<file path="config.mk">
export PLATFORM = sky130hd
export DESIGN_NAME = dmem_arbiter_flat
export DESIGN_NICKNAME = d
export VERILOG_FILES = /design/src/rtl/dmem_arbiter_pkg.sv /design/src/rtl/dmem_arbiter_if.sv /design/src/rtl/dmem_arbiter_rr_pick.sv /design/src/rtl/dmem_arbiter.sv /design/src/flat_wrapper.sv
export SDC_FILE = /design/constraint.sdc
export NUM_CORES = 1
export LEC_CHECK = 0
export ABC_AREA = 1
export BUFFER_PORTS_ARGS = -buffer_cell sky130_fd_sc_hd__buf_2
export CAP_MARGIN = 20
export CORE_ASPECT_RATIO = 1.2
export CORE_MARGIN = 3
export CORE_UTILIZATION = 39
export CTS_BUF_LIST = sky130_fd_sc_hd__clkbuf_2 sky130_fd_sc_hd__clkbuf_4 sky130_fd_sc_hd__clkbuf_8
export CTS_CLUSTER_SIZE = 14
export DETAILED_ROUTE_END_ITERATION = 10
export PLACE_DENSITY = 0.78
export SETUP_SLACK_MARGIN = 0.02
export SYNTH_ARGS = -nofsm -noshare
export SYNTH_HDL_FRONTEND = slang
export SYNTH_SLANG_ARGS = --single-unit
</file>
<file path="constraint.sdc">
create_clock -name clk -period 2.1 [get_ports clk]
set_input_delay 0 -clock clk [delete_from_list [all_inputs] [get_ports clk]]
set_output_delay 0 -clock clk [all_outputs]
set_load 0.03 [all_outputs]
</file>
<file path="src/rtl/dmem_arbiter_pkg.sv">
// Shared widths, memory-op encodings and FSM state type for the data-memory arbiter.
package dmem_arbiter_pkg;

  localparam int ADDR_WIDTH  = 32;
  localparam int DATA_WIDTH  = 32;
  localparam int MEM_OP_BITS = 2;

  // NOP is all-zeros so an idle bus reads as "no access" at the ram.
  localparam logic [MEM_OP_BITS-1:0] MEM_OP_NOP   = 2'b00;
  localparam logic [MEM_OP_BITS-1:0] MEM_OP_READ  = 2'b01;
  localparam logic [MEM_OP_BITS-1:0] MEM_OP_WRITE = 2'b10;

  typedef enum logic [1:0] {
    DMEM_ARB_IDLE   = 2'd0,
    DMEM_ARB_ACCESS = 2'd1,
    DMEM_ARB_RESP   = 2'd2
  } dmem_arb_state_e;

  // True only for ops the ram actually understands; anything else is turned into NOP.
  function automatic logic isMemOp(input logic [MEM_OP_BITS-1:0] op);
    return (op == MEM_OP_READ) || (op == MEM_OP_WRITE);
  endfunction

endpackage

</file>
<file path="src/rtl/dmem_arbiter_if.sv">
// Requester-side handshake plus ram-side bus of the data-memory arbiter.
interface dmem_arbiter_if #(
  parameter int NUM_REQ = 2
);
  import dmem_arbiter_pkg::*;

  logic [NUM_REQ-1:0]             req;
  logic [NUM_REQ*MEM_OP_BITS-1:0] req_op;
  logic [NUM_REQ*ADDR_WIDTH-1:0]  req_addr;
  logic [NUM_REQ*DATA_WIDTH-1:0]  req_wdata;
  logic [NUM_REQ-1:0]             gnt;
  logic [NUM_REQ-1:0]             rsp_valid;
  logic [DATA_WIDTH-1:0]          rsp_rdata;
  logic [ADDR_WIDTH-1:0]          mem_address;
  logic [DATA_WIDTH-1:0]          mem_write_data;
  logic [MEM_OP_BITS-1:0]         mem_op;
  logic [DATA_WIDTH-1:0]          mem_read_data;
  logic                           busy;

  // Arbiter side: consumes requests and ram read data, drives grants, responses and the ram bus.
  modport slave (
    input  req, req_op, req_addr, req_wdata, mem_read_data,
    output gnt, rsp_valid, rsp_rdata, mem_address, mem_write_data, mem_op, busy
  );

  // Requester side: presents requests and observes grants and responses.
  modport master (
    output req, req_op, req_addr, req_wdata,
    input  gnt, rsp_valid, rsp_rdata, busy
  );

endinterface

</file>
<file path="src/rtl/dmem_arbiter_rr_pick.sv">
// Combinational round-robin picker: first set request after lastGrant_i, wrapping around.
module dmem_rr_pick #(
  parameter  int NUM_REQ = 2,
  localparam int IDX_W   = $clog2(NUM_REQ)
) (
  input  logic [NUM_REQ-1:0] req_i,
  input  logic [IDX_W-1:0]   lastGrant_i,
  output logic               any_o,
  output logic [IDX_W-1:0]   winner_o
);

  logic [IDX_W-1:0] idx;

  // Scan from the farthest candidate back to the nearest so the nearest set bit is written last and wins.
  always_comb begin
    any_o    = 1'b0;
    winner_o = '0;
    idx      = '0;
    for (int k = NUM_REQ; k >= 1; k--) begin
      idx = IDX_W'((int'(lastGrant_i) + k) % NUM_REQ);
      if (req_i[idx]) begin
        any_o    = 1'b1;
        winner_o = idx;
      end
    end
  end

endmodule

</file>
<file path="src/rtl/dmem_arbiter.sv">
// Round-robin arbiter sharing the single data-memory port between NUM_REQ requesters.
// Every output is registered so the ram sees a stable, glitch-free op/address/data per access.
module dmem_arbiter
  import dmem_arbiter_pkg::*;
#(
  parameter int NUM_REQ    = 2,
  parameter int ACCESS_LAT = 1
) (
  input  logic         clk,
  input  logic         reset_n,
  dmem_arbiter_if.slave bus
);

  localparam int IDX_W = $clog2(NUM_REQ);
  localparam int CNT_W = (ACCESS_LAT > 1) ? $clog2(ACCESS_LAT) : 1;

  dmem_arb_state_e        state_q, state_d;
  logic [CNT_W-1:0]       cnt_q, cnt_d;
  logic [IDX_W-1:0]       lastGrant_q, lastGrant_d;
  logic [NUM_REQ-1:0]     gnt_q, gnt_d;
  logic [NUM_REQ-1:0]     rspValid_q, rspValid_d;
  logic [DATA_WIDTH-1:0]  rspRdata_q, rspRdata_d;
  logic [ADDR_WIDTH-1:0]  memAddress_q, memAddress_d;
  logic [DATA_WIDTH-1:0]  memWriteData_q, memWriteData_d;
  logic [MEM_OP_BITS-1:0] memOp_q, memOp_d;
  logic [MEM_OP_BITS-1:0] capOp_q, capOp_d;
  logic                   busy_q;

  logic                   pickAny;
  logic [IDX_W-1:0]       pick;
  logic [MEM_OP_BITS-1:0] pickOp;
  logic [ADDR_WIDTH-1:0]  pickAddr;
  logic [DATA_WIDTH-1:0]  pickWdata;

  dmem_rr_pick #(.NUM_REQ(NUM_REQ)) uPick (
    .req_i       (bus.req),
    .lastGrant_i (lastGrant_q),
    .any_o       (pickAny),
    .winner_o    (pick)
  );

  assign pickOp    = bus.req_op[int'(pick)*MEM_OP_BITS +: MEM_OP_BITS];
  assign pickAddr  = bus.req_addr[int'(pick)*ADDR_WIDTH +: ADDR_WIDTH];
  assign pickWdata = bus.req_wdata[int'(pick)*DATA_WIDTH +: DATA_WIDTH];

  // Next-state and next-output logic; grants and responses default to zero so they only ever pulse.
  always_comb begin
    state_d        = state_q;
    cnt_d          = cnt_q;
    lastGrant_d    = lastGrant_q;
    gnt_d          = '0;
    rspValid_d     = '0;
    rspRdata_d     = rspRdata_q;
    memAddress_d   = memAddress_q;
    memWriteData_d = memWriteData_q;
    memOp_d        = memOp_q;
    capOp_d        = capOp_q;

    unique case (state_q)
      DMEM_ARB_IDLE: begin
        memOp_d = MEM_OP_NOP;
        if (pickAny) begin
          memAddress_d   = pickAddr;
          memWriteData_d = pickWdata;
          memOp_d        = isMemOp(pickOp) ? pickOp : MEM_OP_NOP;
          capOp_d        = pickOp;
          gnt_d[pick]    = 1'b1;
          lastGrant_d    = pick;
          cnt_d          = '0;
          state_d        = DMEM_ARB_ACCESS;
        end
      end
      DMEM_ARB_ACCESS: begin
        if (cnt_q == CNT_W'(ACCESS_LAT - 1)) begin
          rspRdata_d              = (capOp_q == MEM_OP_READ) ? bus.mem_read_data : '0;
          memOp_d                 = MEM_OP_NOP;
          rspValid_d[lastGrant_q] = 1'b1;
          state_d                 = DMEM_ARB_RESP;
        end else begin
          cnt_d = cnt_q + CNT_W'(1);
        end
      end
      DMEM_ARB_RESP: begin
        state_d = DMEM_ARB_IDLE;
      end
      default: begin
        memOp_d = MEM_OP_NOP;
        state_d = DMEM_ARB_IDLE;
      end
    endcase
  end

  // State and output registers; reset abandons any access in flight and hands priority back to requester 0.
  always_ff @(posedge clk or negedge reset_n) begin
    if (!reset_n) begin
      state_q        <= DMEM_ARB_IDLE;
      cnt_q          <= '0;
      lastGrant_q    <= IDX_W'(NUM_REQ - 1);
      gnt_q          <= '0;
      rspValid_q     <= '0;
      rspRdata_q     <= '0;
      memAddress_q   <= '0;
      memWriteData_q <= '0;
      memOp_q        <= MEM_OP_NOP;
      capOp_q        <= MEM_OP_NOP;
      busy_q         <= 1'b0;
    end else begin
      state_q        <= state_d;
      cnt_q          <= cnt_d;
      lastGrant_q    <= lastGrant_d;
      gnt_q          <= gnt_d;
      rspValid_q     <= rspValid_d;
      rspRdata_q     <= rspRdata_d;
      memAddress_q   <= memAddress_d;
      memWriteData_q <= memWriteData_d;
      memOp_q        <= memOp_d;
      capOp_q        <= capOp_d;
      busy_q         <= (state_d != DMEM_ARB_IDLE);
    end
  end

  assign bus.gnt            = gnt_q;
  assign bus.rsp_valid      = rspValid_q;
  assign bus.rsp_rdata      = rspRdata_q;
  assign bus.mem_address    = memAddress_q;
  assign bus.mem_write_data = memWriteData_q;
  assign bus.mem_op         = memOp_q;
  assign bus.busy           = busy_q;

endmodule

</file>
<file path="src/flat_wrapper.sv">
// flat-port wrapper written by rule: the top's interface ports become plain ports
module dmem_arbiter_flat import dmem_arbiter_pkg::*;
#(
  parameter int NUM_REQ    = 2,
  parameter int ACCESS_LAT = 1
)
  (clk, reset_n, bus_req, bus_req_op, bus_req_addr, bus_req_wdata, bus_mem_read_data, bus_gnt, bus_rsp_valid, bus_rsp_rdata, bus_mem_address, bus_mem_write_data, bus_mem_op, bus_busy);
  dmem_arbiter_if #(.NUM_REQ(NUM_REQ)) bus_i ();
  input  logic clk;
  input  logic reset_n;
  input wire logic [$bits(bus_i.req)-1:0] bus_req;
  input wire logic [$bits(bus_i.req_op)-1:0] bus_req_op;
  input wire logic [$bits(bus_i.req_addr)-1:0] bus_req_addr;
  input wire logic [$bits(bus_i.req_wdata)-1:0] bus_req_wdata;
  input wire logic [$bits(bus_i.mem_read_data)-1:0] bus_mem_read_data;
  output wire logic [$bits(bus_i.gnt)-1:0] bus_gnt;
  output wire logic [$bits(bus_i.rsp_valid)-1:0] bus_rsp_valid;
  output wire logic [$bits(bus_i.rsp_rdata)-1:0] bus_rsp_rdata;
  output wire logic [$bits(bus_i.mem_address)-1:0] bus_mem_address;
  output wire logic [$bits(bus_i.mem_write_data)-1:0] bus_mem_write_data;
  output wire logic [$bits(bus_i.mem_op)-1:0] bus_mem_op;
  output wire logic [$bits(bus_i.busy)-1:0] bus_busy;
  assign bus_i.req = bus_req;
  assign bus_i.req_op = bus_req_op;
  assign bus_i.req_addr = bus_req_addr;
  assign bus_i.req_wdata = bus_req_wdata;
  assign bus_i.mem_read_data = bus_mem_read_data;
  assign bus_gnt = bus_i.gnt;
  assign bus_rsp_valid = bus_i.rsp_valid;
  assign bus_rsp_rdata = bus_i.rsp_rdata;
  assign bus_mem_address = bus_i.mem_address;
  assign bus_mem_write_data = bus_i.mem_write_data;
  assign bus_mem_op = bus_i.mem_op;
  assign bus_busy = bus_i.busy;
  dmem_arbiter #(.NUM_REQ(NUM_REQ), .ACCESS_LAT(ACCESS_LAT)) u_core (.clk(clk), .reset_n(reset_n), .bus(bus_i));
endmodule
</file>
# Word level (Yosys, flattened, before mapping)
# Index checks and enable logic that the tools add are counted.
dict set report word_totals {
  ff_bits 109
  in_bits 168
  out_inout_bits 103
}
dict set report classes {
  n_addsub 3
  n_lt_le_gt_ge 6
  eq_ne 7
  shifts 3
  mux 27
  bitwise_logic 2
  reduce_logical 10
}
# op n
set ops {}
lappend ops {{variable part select 64 x 7 -> 32 bit} 2}
lappend ops {{2-to-1 mux 32 bit} 1}
lappend ops {{2-to-1 mux 2 bit} 9}
lappend ops {{2-to-1 mux 1 bit} 12}
lappend ops {{< comparator 1 x 2 -> 1 bit, second input constant} 4}
lappend ops {{AND reduction 2 bit} 4}
lappend ops {{== test 2 x 1 -> 1 bit, second input constant} 3}
lappend ops {{case mux 2 bit (3 select lines)} 1}
lappend ops {{== test 2 bit, second input constant} 2}
lappend ops {{case mux 2 bit (2 select lines)} 1}
lappend ops {{nonzero test 2 bit} 2}
lappend ops {{variable part select 4 x 3 -> 2 bit} 1}
lappend ops {{adder 1 bit, second input constant} 3}
lappend ops {{demux 1 bit (select 1 bit)} 2}
lappend ops {{greater-or-equal comparator 1 bit, second input constant} 2}
lappend ops {{logical AND 1 bit} 2}
lappend ops {{logical NOT 2 bit} 1}
lappend ops {{inequality test 2 x 1 -> 1 bit, second input constant} 1}
lappend ops {{inequality test 2 bit, second input constant} 1}
lappend ops {{NOT 1 bit} 2}
lappend ops {{case mux 1 bit (2 select lines)} 1}
lappend ops {{logical OR 1 bit} 1}

# Logic depth before layout (Yosys ltp)
# Gate-level depths: netlist of run 1.
dict set report logic_depth {
  depth_word 11
  mapped_depth 8
  depth_no_buf 7
}

# By module
# A second synthesis of run 1 with hierarchy kept.
dict set report hier_totals {
  cells_unflattened 668
  hier_area_um2 4947.2
}
# mod n_inst cells_each area_per_inst_um2 seq_area_each_um2
set by_module_without_submodules {}
lappend by_module_without_submodules {dmem_arbiter 1 665 4932.2 2703.8}
lappend by_module_without_submodules {dmem_rr_pick 1 3 15.0 0.0}

# Least setup slack after synthesis of run 1
# OpenSTA, ideal clock, no wires.
dict set report synth_path {
  path_kind {reg2reg}
  startpoint {reg u_core.lastGrant_q}
  endpoint {reg u_core.memAddress_q[10] (netlist: u_core.bus.mem_address[10])}
  setup_ns 0.127
  arrival_time_ns 1.159
  required_time_ns 1.973
  setup_slack_ns 0.814
  path_stages_with_launch 8
  path_buffers 2
  synth_period_minus_slack_ns 1.286
  path_cell_list {dfstp_2 nand2_2 nand2_4 inv_2 buf_4 buf_4 nand2_1 a31oi_1}
}
dict set report synth_between {
  elab_chain_cells 6
}
# element line_no
set synth_lines {}
lappend synth_lines {{start, declared} dmem_arbiter.sv:19} ;# logic [IDX_W-1:0] lastGrant_q, lastGrant_d;
lappend synth_lines {{start signal, assigned} dmem_arbiter.sv:98} ;# lastGrant_q <= IDX_W'(NUM_REQ - 1);
lappend synth_lines {{start signal, assigned} dmem_arbiter.sv:110} ;# lastGrant_q <= lastGrant_d;
lappend synth_lines {{adder 1 bit} dmem_arbiter_rr_pick.sv:20} ;# idx = IDX_W'((int'(lastGrant_i) + k) % NUM_REQ);
lappend synth_lines {{2-to-1 mux 1 bit (not written as such) (2 in series)} dmem_arbiter_rr_pick.sv:21} ;# if (req_i[idx]) begin
lappend synth_lines {{2-to-1 mux 1 bit (2 in series)} dmem_arbiter_rr_pick.sv:21}
lappend synth_lines {{variable part select 64 x 7 -> 32 bit or AND reduction 2 bit (tied branches)} --}
lappend synth_lines {{end signal, assigned} dmem_arbiter.sv:114} ;# memAddress_q <= memAddress_d;
lappend synth_lines {{end, declared} dmem_arbiter.sv:23} ;# logic [ADDR_WIDTH-1:0] memAddress_q, memAddress_d;
# Several ways; a longest one is shown, not always the timed one. The select of a mux whose other input is x is not followed.
# A chain may end at the register's enable or synchronous reset.

# Worst setup path in the final report of run 1
dict set report layout_path {
  startpoint {reg u_core.state_q[1]}
  endpoint {reg u_core.memWriteData_q[9] (netlist: u_core.bus.mem_write_data[9])}
}
dict set report layout_between {
  elab_chain_cells 2
}
# element line_no
set layout_lines {}
lappend layout_lines {{start, declared} dmem_arbiter.sv:17} ;# dmem_arb_state_e state_q, state_d;
lappend layout_lines {{start signal, assigned} dmem_arbiter.sv:108} ;# state_q <= state_d;
lappend layout_lines {{logical NOT 2 bit} dmem_arbiter.sv:59} ;# unique case (state_q)
lappend layout_lines {{AND reduction 2 bit (no source line)} --}
lappend layout_lines {{end signal, assigned} dmem_arbiter.sv:115} ;# memWriteData_q <= memWriteData_d;
lappend layout_lines {{end, declared} dmem_arbiter.sv:24} ;# logic [DATA_WIDTH-1:0] memWriteData_q, memWriteData_d;
# Every way passes these cells.

==> metrics.yaml, run 1 <==
critical_path:
  critPathMaxFanout: 47
  max_stage_delay_ns: 0.58
  cp-start-kind: "register"
  crit_chain: "inv_1, nand2_1, nor2_4, clkbuf_16, nor2_1, a31oi_1, dlygate4sd3_1"
  slowest_stage: "dlygate4sd3_1"
  critical_path_arrival_ns: 2.28
  end_kind: "register"
  worstPathRequired_ns: 2.39
  crit_type: "reg2reg"
route:
  dr.pass1.iters: 5
  drt_wl_total_um: 19000
  drtIter0Drc: 384
  drc: 0
  wl_per_cell_um: 16.9
  ant_nets: 0
  via_count: 5795
  viasPerCell: 5.14
synth:
  synth_cells: 545
  synth_top_cell_area_share: 0.577
  ys_types: 20
  syn_area_um2: 4640
  ys_warn_count: 0
  yosysSeqAreaShare: 0.583
  synth.area.top_cells: "dfrtp_1 58%, nand2_1 18%, a31oi_1 6.2%"
  ys_ff_latch: 108
  synth_nets: 713
  avgSynthCellArea_um2: 8.51
  yosysTopAreaCell: "dfrtp_1"
timing:
  layout_min_cycle_time_ns: 1.99
  hold_viol: 0
  max_slew.worst_pin.slew_ns: 0.696
  holdWs_ns: 0.0527
  rsz0062_at_grt: "no"
  report.final.slew_viol_count: 0
  fmax_ghz: 0.503
  fin_crit_sh: 0.946
  slew_headroom: 0.534
  setup_violations: 0
  final.setup_skew_ns: 0.0108
  finalSetupTns_ns: 0
floorplan:
  initial_core_util: 0.401
  design.core.area_um2: 11600
  num_rows: 43
  fp.dieW_um: 106
  io_pins: 271
  die_area_um2: 13200
  die_h_um: 125
layout:
  layout_common_cells: "269 x buf_2, 228 x nand2_1, 164 x dlygate4sd3_1"
  drive_above_1_share: 0.318
  layout_commonest_cell: "buf_2"
  n_antenna_cell: 0
  fin_nets: 1134
  syn_to_final_growth_pct: 72.0
  fin_cells: 1128
worst_hold_path:
  min_path_type: "in2async"
global_routing:
  grt_pass1_wl_um: 29800
  grt-ovfl-total: 0
  antenna_found_initial: 0
  grt_pass1_vias: 6073
  grt_max_degree: 95
  use_met2: 0.492
  grtUsageMet1: 0.304
  gr-usage-all-layers: 0.279
  busiest_layer: "met2"
  met3_usage: 0.0743
status:
  outcome: "finished clean"
place:
  place.gp.congestion: 0.847
  dp.cells: 947
  dp_hpwl_um: 10000
  io_buffers: 270
power:
  power_density_nw_per_um2: 1340
  p_switching_mw: 5.22
  p_sw_frac: 0.487
  leakage_nw: 4.18
  p_int_mw: 5.49
  p_clk_frac: 0.128
  p_comb_frac: 0.538
  p_seq_frac: 0.334
  ir_drop_uv: 937
clock_tree:
  cts_inserted_buffers: 9
  clk_latency_ns: 0.34
  cts-root-buf: "clkbuf_8"
  tritoncts: "built"
  cts_sinks: 108
  clock_path_buffers: 2
  clkTransAtPathRegs_ns: 0.10
  htreeDepth: 3
flow_run:
  maxCapViolCount: 0
==> critical path, delay by kind of cell, from the launching register on <==
family	cells	cell delay, ns
AOI/OAI and AO/OA	1	0.20
buffers and inverters	3	0.94
DFF	1	0.41
and+or+nand+nor	3	0.37
==> stage by stage <==
| step | worst slack (ns) | util | cell area, µm² | power [mW] |
|---|---|---|---|---|
| 5_1_grt | 0.0364 | 0.690 | 7980 | 11.3 |
| 4_1_cts | 0.199 | 0.688 | 7960 | 10.5 |
| 3_3_place_gp | 0.221 | 0.526 | 6090 | 8.63 |
| 3_5_place_dp | 0.418 | 0.527 | 6100 | 8.73 |
| 6_report | 0.112 | 0.690 | 7980 | 10.7 |
| 2_1_floorplan | 0.814 | - | 4640 | 7.12 |
==> repair_timing <==
item / CTS / global route
buffers inserted: 0 / 0
endpoints found under the hold margin: 206 / 0
resized for setup: 0 / 3
hold buffers: 164 / 0
setup endpoints to repair: 0 / 2
==> metal layers <==
metal,vias up,share of wire
met4,0,0.054
met2,407,0.51
li1,2603,-
met1,2685,0.35
met5,-,0
met3,100,0.086
==> synthesized netlist by cell type, drive strengths merged <==
cell type,number
nand2,230
dfrtp,107
nor2,60
nand3,52
a31oi,46
buf,26
clkbuf,9
inv,8
o21ai,3
nand3b,2
dfstp,1
o21bai,1
==> final timing paths <==
check                                      from                           end  slack, ns  cells after the start
max                           u_core.state_q[1]  u_core.bus.mem_write_data[9]       0.11                      7
min                                     reset_n    u_core.bus.mem_address[12]       0.05                      2
max reg2reg                   u_core.state_q[1]  u_core.bus.mem_write_data[9]       0.11                      7
min reg2reg                u_core.bus.mem_op[0]          u_core.bus.mem_op[0]       0.48                      2
max in group asynchronous               reset_n      u_core.bus.rsp_rdata[31]       1.38                      3
min in group clk                  bus_req_op[2]          u_core.bus.mem_op[1]       0.05                      6
==> flip-flops by register name, summed over array words and instances, names as in the netlist <==
name	cells
u_core.bus.mem_address	32
u_core.bus.mem_write_data	32
u_core.bus.rsp_rdata	32
u_core.bus.gnt	2
u_core.bus.mem_op	2
u_core.bus.rsp_valid	2
u_core.capOp_q	2
u_core.state_q	2
u_core.bus.busy	1
u_core.lastGrant_q	1
==> cell type report <==
cell class | count | area, µm²
fill | 801 | 3590
timing repair buffer | 445 | 3120
sequential | 108 | 2700
multi-input combinational | 394 | 1710
tap | 157 | 196
clock buffer | 10 | 131
clock inverter | 6 | 87.6
inverter | 8 | 32.5
==> kinds of logic (layout without fill, tap and decap cells) <==
family          after synthesis  after routing  share of synthesized area
compound gates               50             50                     0.0677
buf+inv                      43            469                     0.0496
flops                       108            108                      0.583
simple gates                344            344                      0.300
==> power groups by stage <==
stage / Sequential [mW] / Clock [mW] / Combinational [mW]
6_report: 3.57 / 1.37 / 5.76
5_1_grt: 3.66 / 1.49 / 6.15
4_1_cts: 3.51 / 1.43 / 5.54
3_5_place_dp: 3.53 / 0 / 5.20
3_3_place_gp: 3.52 / 0 / 5.11
2_1_floorplan: 5.25 / 0 / 1.87
(Power assumes the default switching activity.)
==> run 2: changes to the inputs <==
--- a/config.mk
+++ b/config.mk
@@ -11,7 +11,7 @@
 export CORE_ASPECT_RATIO = 1.2
 export CORE_MARGIN = 3
 export CORE_UTILIZATION = 39
-export CTS_BUF_LIST = sky130_fd_sc_hd__clkbuf_2 sky130_fd_sc_hd__clkbuf_4 sky130_fd_sc_hd__clkbuf_8
+export CTS_BUF_LIST = sky130_fd_sc_hd__clkbuf_8
 export CTS_CLUSTER_SIZE = 14
 export DETAILED_ROUTE_END_ITERATION = 10
 export PLACE_DENSITY = 0.78
==> metrics.yaml, run 2 (same netlist as run 1, synthesis figures left out) <==
power:
  p_comb_frac: 0.538  # about the same
  p_seq_frac: 0.333  # about the same
  p_switching_mw: 5.23  # +0.28%
  power_density_nw_per_um2: 1340  # about the same
  power.total_mw: 10.7  # about the same
  p_sw_frac: 0.489  # +0.00152
  p_clk_frac: 0.128  # about the same
  ir_drop_uv: 932  # -0.56%
  p_int_mw: 5.47  # -0.33%
  leakage_nw: 4.18  # about the same
status:
  outcome: "finished clean"
layout:
  fin_nets: 1134  # unchanged
  layout_commonest_cell: "buf_2"
  drive_above_1_share: 0.317  # -0.00103
  fillCellCount: 808  # +0.87%
  syn_to_final_growth_pct: 72.0  # about the same
  layout_common_cells: "269 x buf_2, 228 x nand2_1, 164 x dlygate4sd3_1"
  n_antenna_cell: 0  # unchanged
  final_area_um2: 7970  # about the same
critical_path:
  critical_path_arrival_ns: 2.29  # about the same
  r2r-end: "u_core.bus.mem_write_data[9]"
  worstPathRequired_ns: 2.40  # about the same
  reg2reg_depth: 7  # unchanged
  r2r_start: "u_core.state_q[1]"
  regToRegSetupSlack_ns: 0.11  # about the same
  end_kind: "register"
  max_stage_delay_ns: 0.59  # about the same
  crit_type: "reg2reg"
  cp-start-kind: "register"
  crit_chain: "inv_1, nand2_1, nor2_4, clkbuf_16, nor2_1, a31oi_1, dlygate4sd3_1"
  slowest_stage: "dlygate4sd3_1"
  critPathMaxFanout: 47  # unchanged
  crit_family: "buffers and inverters"
  critPathBufInv: 3  # unchanged
timing:
  hold_viol: 0  # unchanged
  max_slew.worst_pin.slew_ns: 0.690  # -0.00631 ns
  layout_min_cycle_time_ns: 1.99  # +0.00330 ns
  final.setup_skew_ns: 0.0122  # +0.00140 ns
  rsz0062_at_grt: "no"
  setup_violations: 0  # unchanged
  slew_headroom: 0.539  # +0.00422
  fin_crit_sh: 0.948  # +0.00157
  fmax_ghz: 0.502  # -0.17%
  finalSetupTns_ns: 0  # unchanged
  report.final.slew_viol_count: 0  # unchanged
clock_tree:
  clkTransAtPathRegs_ns: 0.11  # about the same
  cts_sinks: 108  # unchanged
  htreeDepth: 3  # unchanged
  clock_path_buffers: 2  # unchanged
  tritoncts: "built"
  clk_latency_ns: 0.37  # +0.03 ns
  cts-root-buf: "clkbuf_8"
  cts_inserted_buffers: 9  # unchanged
global_routing:
  grt_pass1_vias: 6077  # +0.066%
  antenna_found_initial: 0  # unchanged
  grt-ovfl-total: 0  # unchanged
  gr-usage-all-layers: 0.281  # +0.00197
  grt_max_degree: 95  # unchanged
  grt_pass1_wl_um: 29800  # +0.21%
flow_run:
  maxCapViolCount: 0  # unchanged
route:
  wl_per_cell_um: 16.9  # +0.17%
  dr.pass1.iters: 5  # unchanged
  drc: 0  # unchanged
  drtIter0Drc: 388  # +1.0%
  via_count: 5761  # -0.59%
  drt_wl_total_um: 19000  # +0.17%
  viasPerCell: 5.11  # -0.59%
  ant_nets: 0  # unchanged
floorplan:
  num_rows: 43  # unchanged
  die_area_um2: 13200  # unchanged
  io_pins: 271  # unchanged
  die_h_um: 125  # unchanged
  initial_core_util: 0.401  # unchanged
  fp.dieW_um: 106  # unchanged
  design.core.area_um2: 11600  # unchanged
worst_hold_path:
  min_path_type: "in2async"
place:
  dp_hpwl_um: 10000  # unchanged
  place.gp.congestion: 0.847  # unchanged
  placed_cell_area_um2: 6100  # unchanged
  io_buffers: 270  # unchanged
-- run 2: cell types whose count changed in the layout (fill, tap and decap cells not counted) --
| cell | delta |
|---|---|
| clkbuf_4 | -1 |
| inv_1 | +1 |
-- run 2: worst max path at each step --
stage                                   from                            end  depth (start not counted)
final                      u_core.state_q[1]   u_core.bus.mem_write_data[9]                          7
after global routing       u_core.state_q[1]   u_core.bus.mem_write_data[9]                          7
after CTS                  u_core.state_q[1]   u_core.bus.mem_write_data[6]                          7
after detailed placement  u_core.lastGrant_q  u_core.bus.mem_write_data[17]                          6
after global placement    u_core.lastGrant_q     u_core.bus.mem_address[31]                          5
after floorplan           u_core.lastGrant_q     u_core.bus.mem_address[10]                          7
-- run 2: what timing repair did --
item / 4_1_cts / 5_1_grt
hold buffers: 164 / 0
resized for setup: 0 / 3
setup endpoints to repair: 0 / 2
endpoints found under the hold margin: 206 / 0
setup buffers: 0 / 0
-- run 2: area by class of cell --
| cell class | count | area [µm²] | area share |
|---|---|---|---|
| clock inverters | 7 | 91.3 | 0.0115 |
| well taps | 157 | 196 | 0.0246 |
| multi-input cells | 394 | 1710 | 0.214 |
| repair buffers | 445 | 3120 | 0.391 |
| inverters | 8 | 32.5 | 0.00408 |
| flip-flops and latches | 108 | 2700 | 0.339 |
| clock buffers | 9 | 124 | 0.0155 |
-- run 2: power groups by stage --
stage | Combinational, mW | Clock [mW] | Sequential (mW)
5_1_grt | 6.13 | 1.50 | 3.65
3_3_place_gp | 5.11 | 0 | 3.52
6_report | 5.76 | 1.37 | 3.57
2_1_floorplan | 1.87 | 0 | 5.25
3_5_place_dp | 5.20 | 0 | 3.53
4_1_cts | 5.54 | 1.41 | 3.51
-- run 2: per-stage QoR --
stage                     instances   util  setup WS (ns)  hold WS, ns
after CTS                      1127  0.688          0.198       0.0145
after floorplan                 545      -          0.814       -0.296
after global routing           1128  0.689         0.0447       0.0166
after detailed placement        947  0.527          0.418       -0.109
final                          1128  0.689          0.109       0.0335
after global placement          946  0.526          0.221       -0.110
-- run 2: routing by layer --
| layer | part of all wire | vias up | global-route usage | wire length (µm) |
|---|---|---|---|---|
| met4 | 0.059 | 0 | 0.162 | 1130 |
| li1 | - | 2603 | - | - |
| met1 | 0.35 | 2649 | 0.305 | 6690 |
| met2 | 0.50 | 399 | 0.490 | 9550 |
| met3 | 0.088 | 110 | 0.0774 | 1670 |
| met5 | 0 | - | 0 | 0 |
==> run 3: changes to the inputs <==
--- a/config.mk
+++ b/config.mk
@@ -10,11 +10,11 @@
 export CAP_MARGIN = 20
 export CORE_ASPECT_RATIO = 1.2
 export CORE_MARGIN = 3
-export CORE_UTILIZATION = 39
+export CORE_UTILIZATION = 40
 export CTS_BUF_LIST = sky130_fd_sc_hd__clkbuf_8
 export CTS_CLUSTER_SIZE = 14
 export DETAILED_ROUTE_END_ITERATION = 10
-export PLACE_DENSITY = 0.78
+export PLACE_DENSITY = 0.79
 export SETUP_SLACK_MARGIN = 0.02
 export SYNTH_ARGS = -nofsm -noshare
 export SYNTH_HDL_FRONTEND = slang
==> metrics.yaml, run 3 (same netlist as run 1, synthesis figures left out) <==
layout:
  drive_above_1_share: 0.320  # +0.00243
  final_area_um2: 7940  # -0.41%
  n_antenna_cell: 0  # unchanged
  register_area_um2: 2700  # unchanged
  utilization: 0.709  # +0.0201
  multi_input_area_um2: 1710  # unchanged
  fin_nets: 1136  # +0.18%
  layout_commonest_cell: "buf_2"
  syn_to_final_growth_pct: 71.3
  layout_common_cells: "269 x buf_2, 228 x nand2_1, 163 x dlygate4sd3_1"
  fillCellCount: 766  # -5.2%
global_routing:
  grt_max_degree: 59  # -38%
  grt_pass1_wl_um: 30300  # +1.7%
  antenna_found_initial: 0  # unchanged
  gr-usage-all-layers: 0.297  # +0.0152
  grt_pass1_vias: 6041  # -0.59%
  grt-ovfl-total: 0  # unchanged
timing:
  rsz0062_at_grt: "no"
  final.setup_skew_ns: 0.0107  # -0.00151 ns
  setup_violations: 0  # unchanged
  finalSetupTns_ns: 0  # unchanged
  finalWorstSetupSlack_ns: 0.332  # +0.223 ns
  layout_min_cycle_time_ns: 1.77  # -0.223 ns
  max_slew.worst_pin.slew_ns: 0.589  # -0.101 ns
  report.final.slew_viol_count: 0  # unchanged
  hold_viol: 0  # unchanged
  fin_crit_sh: 0.842  # -0.106
  fmax_ghz: 0.566  # +13%
  slew_headroom: 0.607  # +0.0684
route:
  drtIter0Drc: 398  # +2.6%
  viasPerCell: 5.16  # +0.99%
  drc: 0  # unchanged
  drt_wl_total_um: 19400  # +1.9%
  via_count: 5813  # +0.90%
  wl_per_cell_um: 17.2  # +2.0%
  dr.pass1.iters: 5  # unchanged
  ant_nets: 0  # unchanged
critical_path:
  regToRegSetupSlack_ns: 0.33  # +0.22 ns
  critPathMaxFanout: 58  # +23%
  crit_chain: "inv_1, nand2_1, nor2_4, buf_12, nor2_1, a31oi_1"
  crit_type: "reg2reg"
  cp-start-kind: "register"
  reg2reg_depth: 6  # -1
  r2r-end: "u_core.bus.mem_address[8]"
  max_stage_delay_ns: 0.42  # -0.17 ns
  critical_path_arrival_ns: 2.03  # -0.26 ns
  end_kind: "register"
  worstPathRequired_ns: 2.36  # -0.04 ns
  r2r_start: "u_core.state_q[1]"
  slowest_stage: "dfrtp_1"
place:
  io_buffers: 270  # unchanged
  dp_hpwl_um: 10200  # +1.6%
  place.gp.congestion: 0.806  # -4.9%
  place_ws_ns: 0.496  # +0.0777 ns
  placed_cell_area_um2: 6120  # +0.37%
clock_tree:
  tritoncts: "built"
  cts_inserted_buffers: 9  # unchanged
  clkTransAtPathRegs_ns: 0.10  # about the same
  clock_path_buffers: 2  # unchanged
  clk_latency_ns: 0.37  # about the same
  cts-root-buf: "clkbuf_8"
  htreeDepth: 3  # unchanged
  cts_sinks: 108  # unchanged
status:
  outcome: "finished clean"
floorplan:
  initial_core_util: 0.414  # +0.0134
  io_pins: 271  # unchanged
  die_h_um: 124  # -1.2%
  design.core.area_um2: 11200  # -3.2%
  die_area_um2: 12900  # -2.4%
  fp.dieW_um: 104  # -1.2%
  num_rows: 42  # -2.3%
worst_hold_path:
  min_to: "u_core.bus.mem_op[0]"
  min_path_type: "in2reg"
  min-delay-start: "bus_req_op[3]"
  min_path_cells: 6
power:
  power_density_nw_per_um2: 1310  # -2.2%
  leakage_nw: 4.17  # -0.23%
  ir_drop_uv: 736  # -21%
flow_run:
  maxCapViolCount: 0  # unchanged
[run 3: changes by cell type in the layout (fill, tap and decap cells not counted), moves of 2 or more]
cell / before / now
clkinvlp_4: 0 / 2
buf_6: 2 / 0
bufinv_16: 2 / 0
clkbuf_8: 9 / 12
buf_4: 8 / 13
[run 3: timing repair]
action	CTS	global route
hold buffers	163	0
hold endpoints to repair	136	0
setup buffers	0	0
gates resized for setup	0	0
[run 3: per-stage QoR]
| stage | power [mW] | cells | hold slack [ns] |
|---|---|---|---|
| after floorplan | 7.12 | 545 | -0.296 |
| after global placement | 8.67 | 948 | 0.0201 |
| after detailed placement | 8.76 | 948 | 0.0150 |
| after CTS | 10.2 | 1127 | 0.00299 |
| after global routing | 11.0 | 1127 | 0.0298 |
| final | 10.4 | 1127 | 0.0227 |
[run 3: worst max-delay path by stage]
| stage | from | endpoint | slack (ns) | depth (start not counted) |
|---|---|---|---|---|
| 6_report | u_core.state_q[1] | u_core.bus.mem_address[8] | 0.33 | 6 |
| 5_1_grt | u_core.state_q[1] | u_core.bus.mem_address[8] | 0.27 | 6 |
| 4_1_cts | u_core.lastGrant_q | u_core.bus.mem_address[16] | 0.48 | 6 |
| 3_5_place_dp | u_core.lastGrant_q | u_core.bus.mem_address[16] | 0.50 | 6 |
| 3_3_place_gp | u_core.lastGrant_q | u_core.bus.mem_write_data[22] | 0.56 | 6 |
| 2_1_floorplan | u_core.lastGrant_q | u_core.bus.mem_address[10] | 0.81 | 7 |
[run 3: layout make-up]
| cell class | instances | share of cell area |
|---|---|---|
| multi-input cells | 394 | 0.215 |
| well taps | 154 | 0.0243 |
| repair buffers | 447 | 0.392 |
| clock inverters | 4 | 0.00299 |
| inverters | 8 | 0.00378 |
| clock buffers | 12 | 0.0208 |
| flip-flops and latches | 108 | 0.340 |
[run 3: power by group]
| group | total [mW] | switching (mW) | internal, mW |
|---|---|---|---|
| registers | 3.55 | 0.535 | 3.01 |
| logic | 5.63 | 3.94 | 1.69 |
| clock network | 1.24 | 0.717 | 0.525 |
[run 3: critical path: cells and delay by family, from the launching register on]
kind / cells / cell delay [ns]
simple gates: 3 / 0.58
flops: 1 / 0.42
buf+inv: 2 / 0.37
compound gates: 1 / 0.25
[run 3: layer usage]
layer,global-route usage,share of wire,wire [µm]
met1,0.326,0.34,6660
met2,0.504,0.50,9750
met3,0.0767,0.084,1630
met4,0.212,0.071,1370
met5,0,0,0
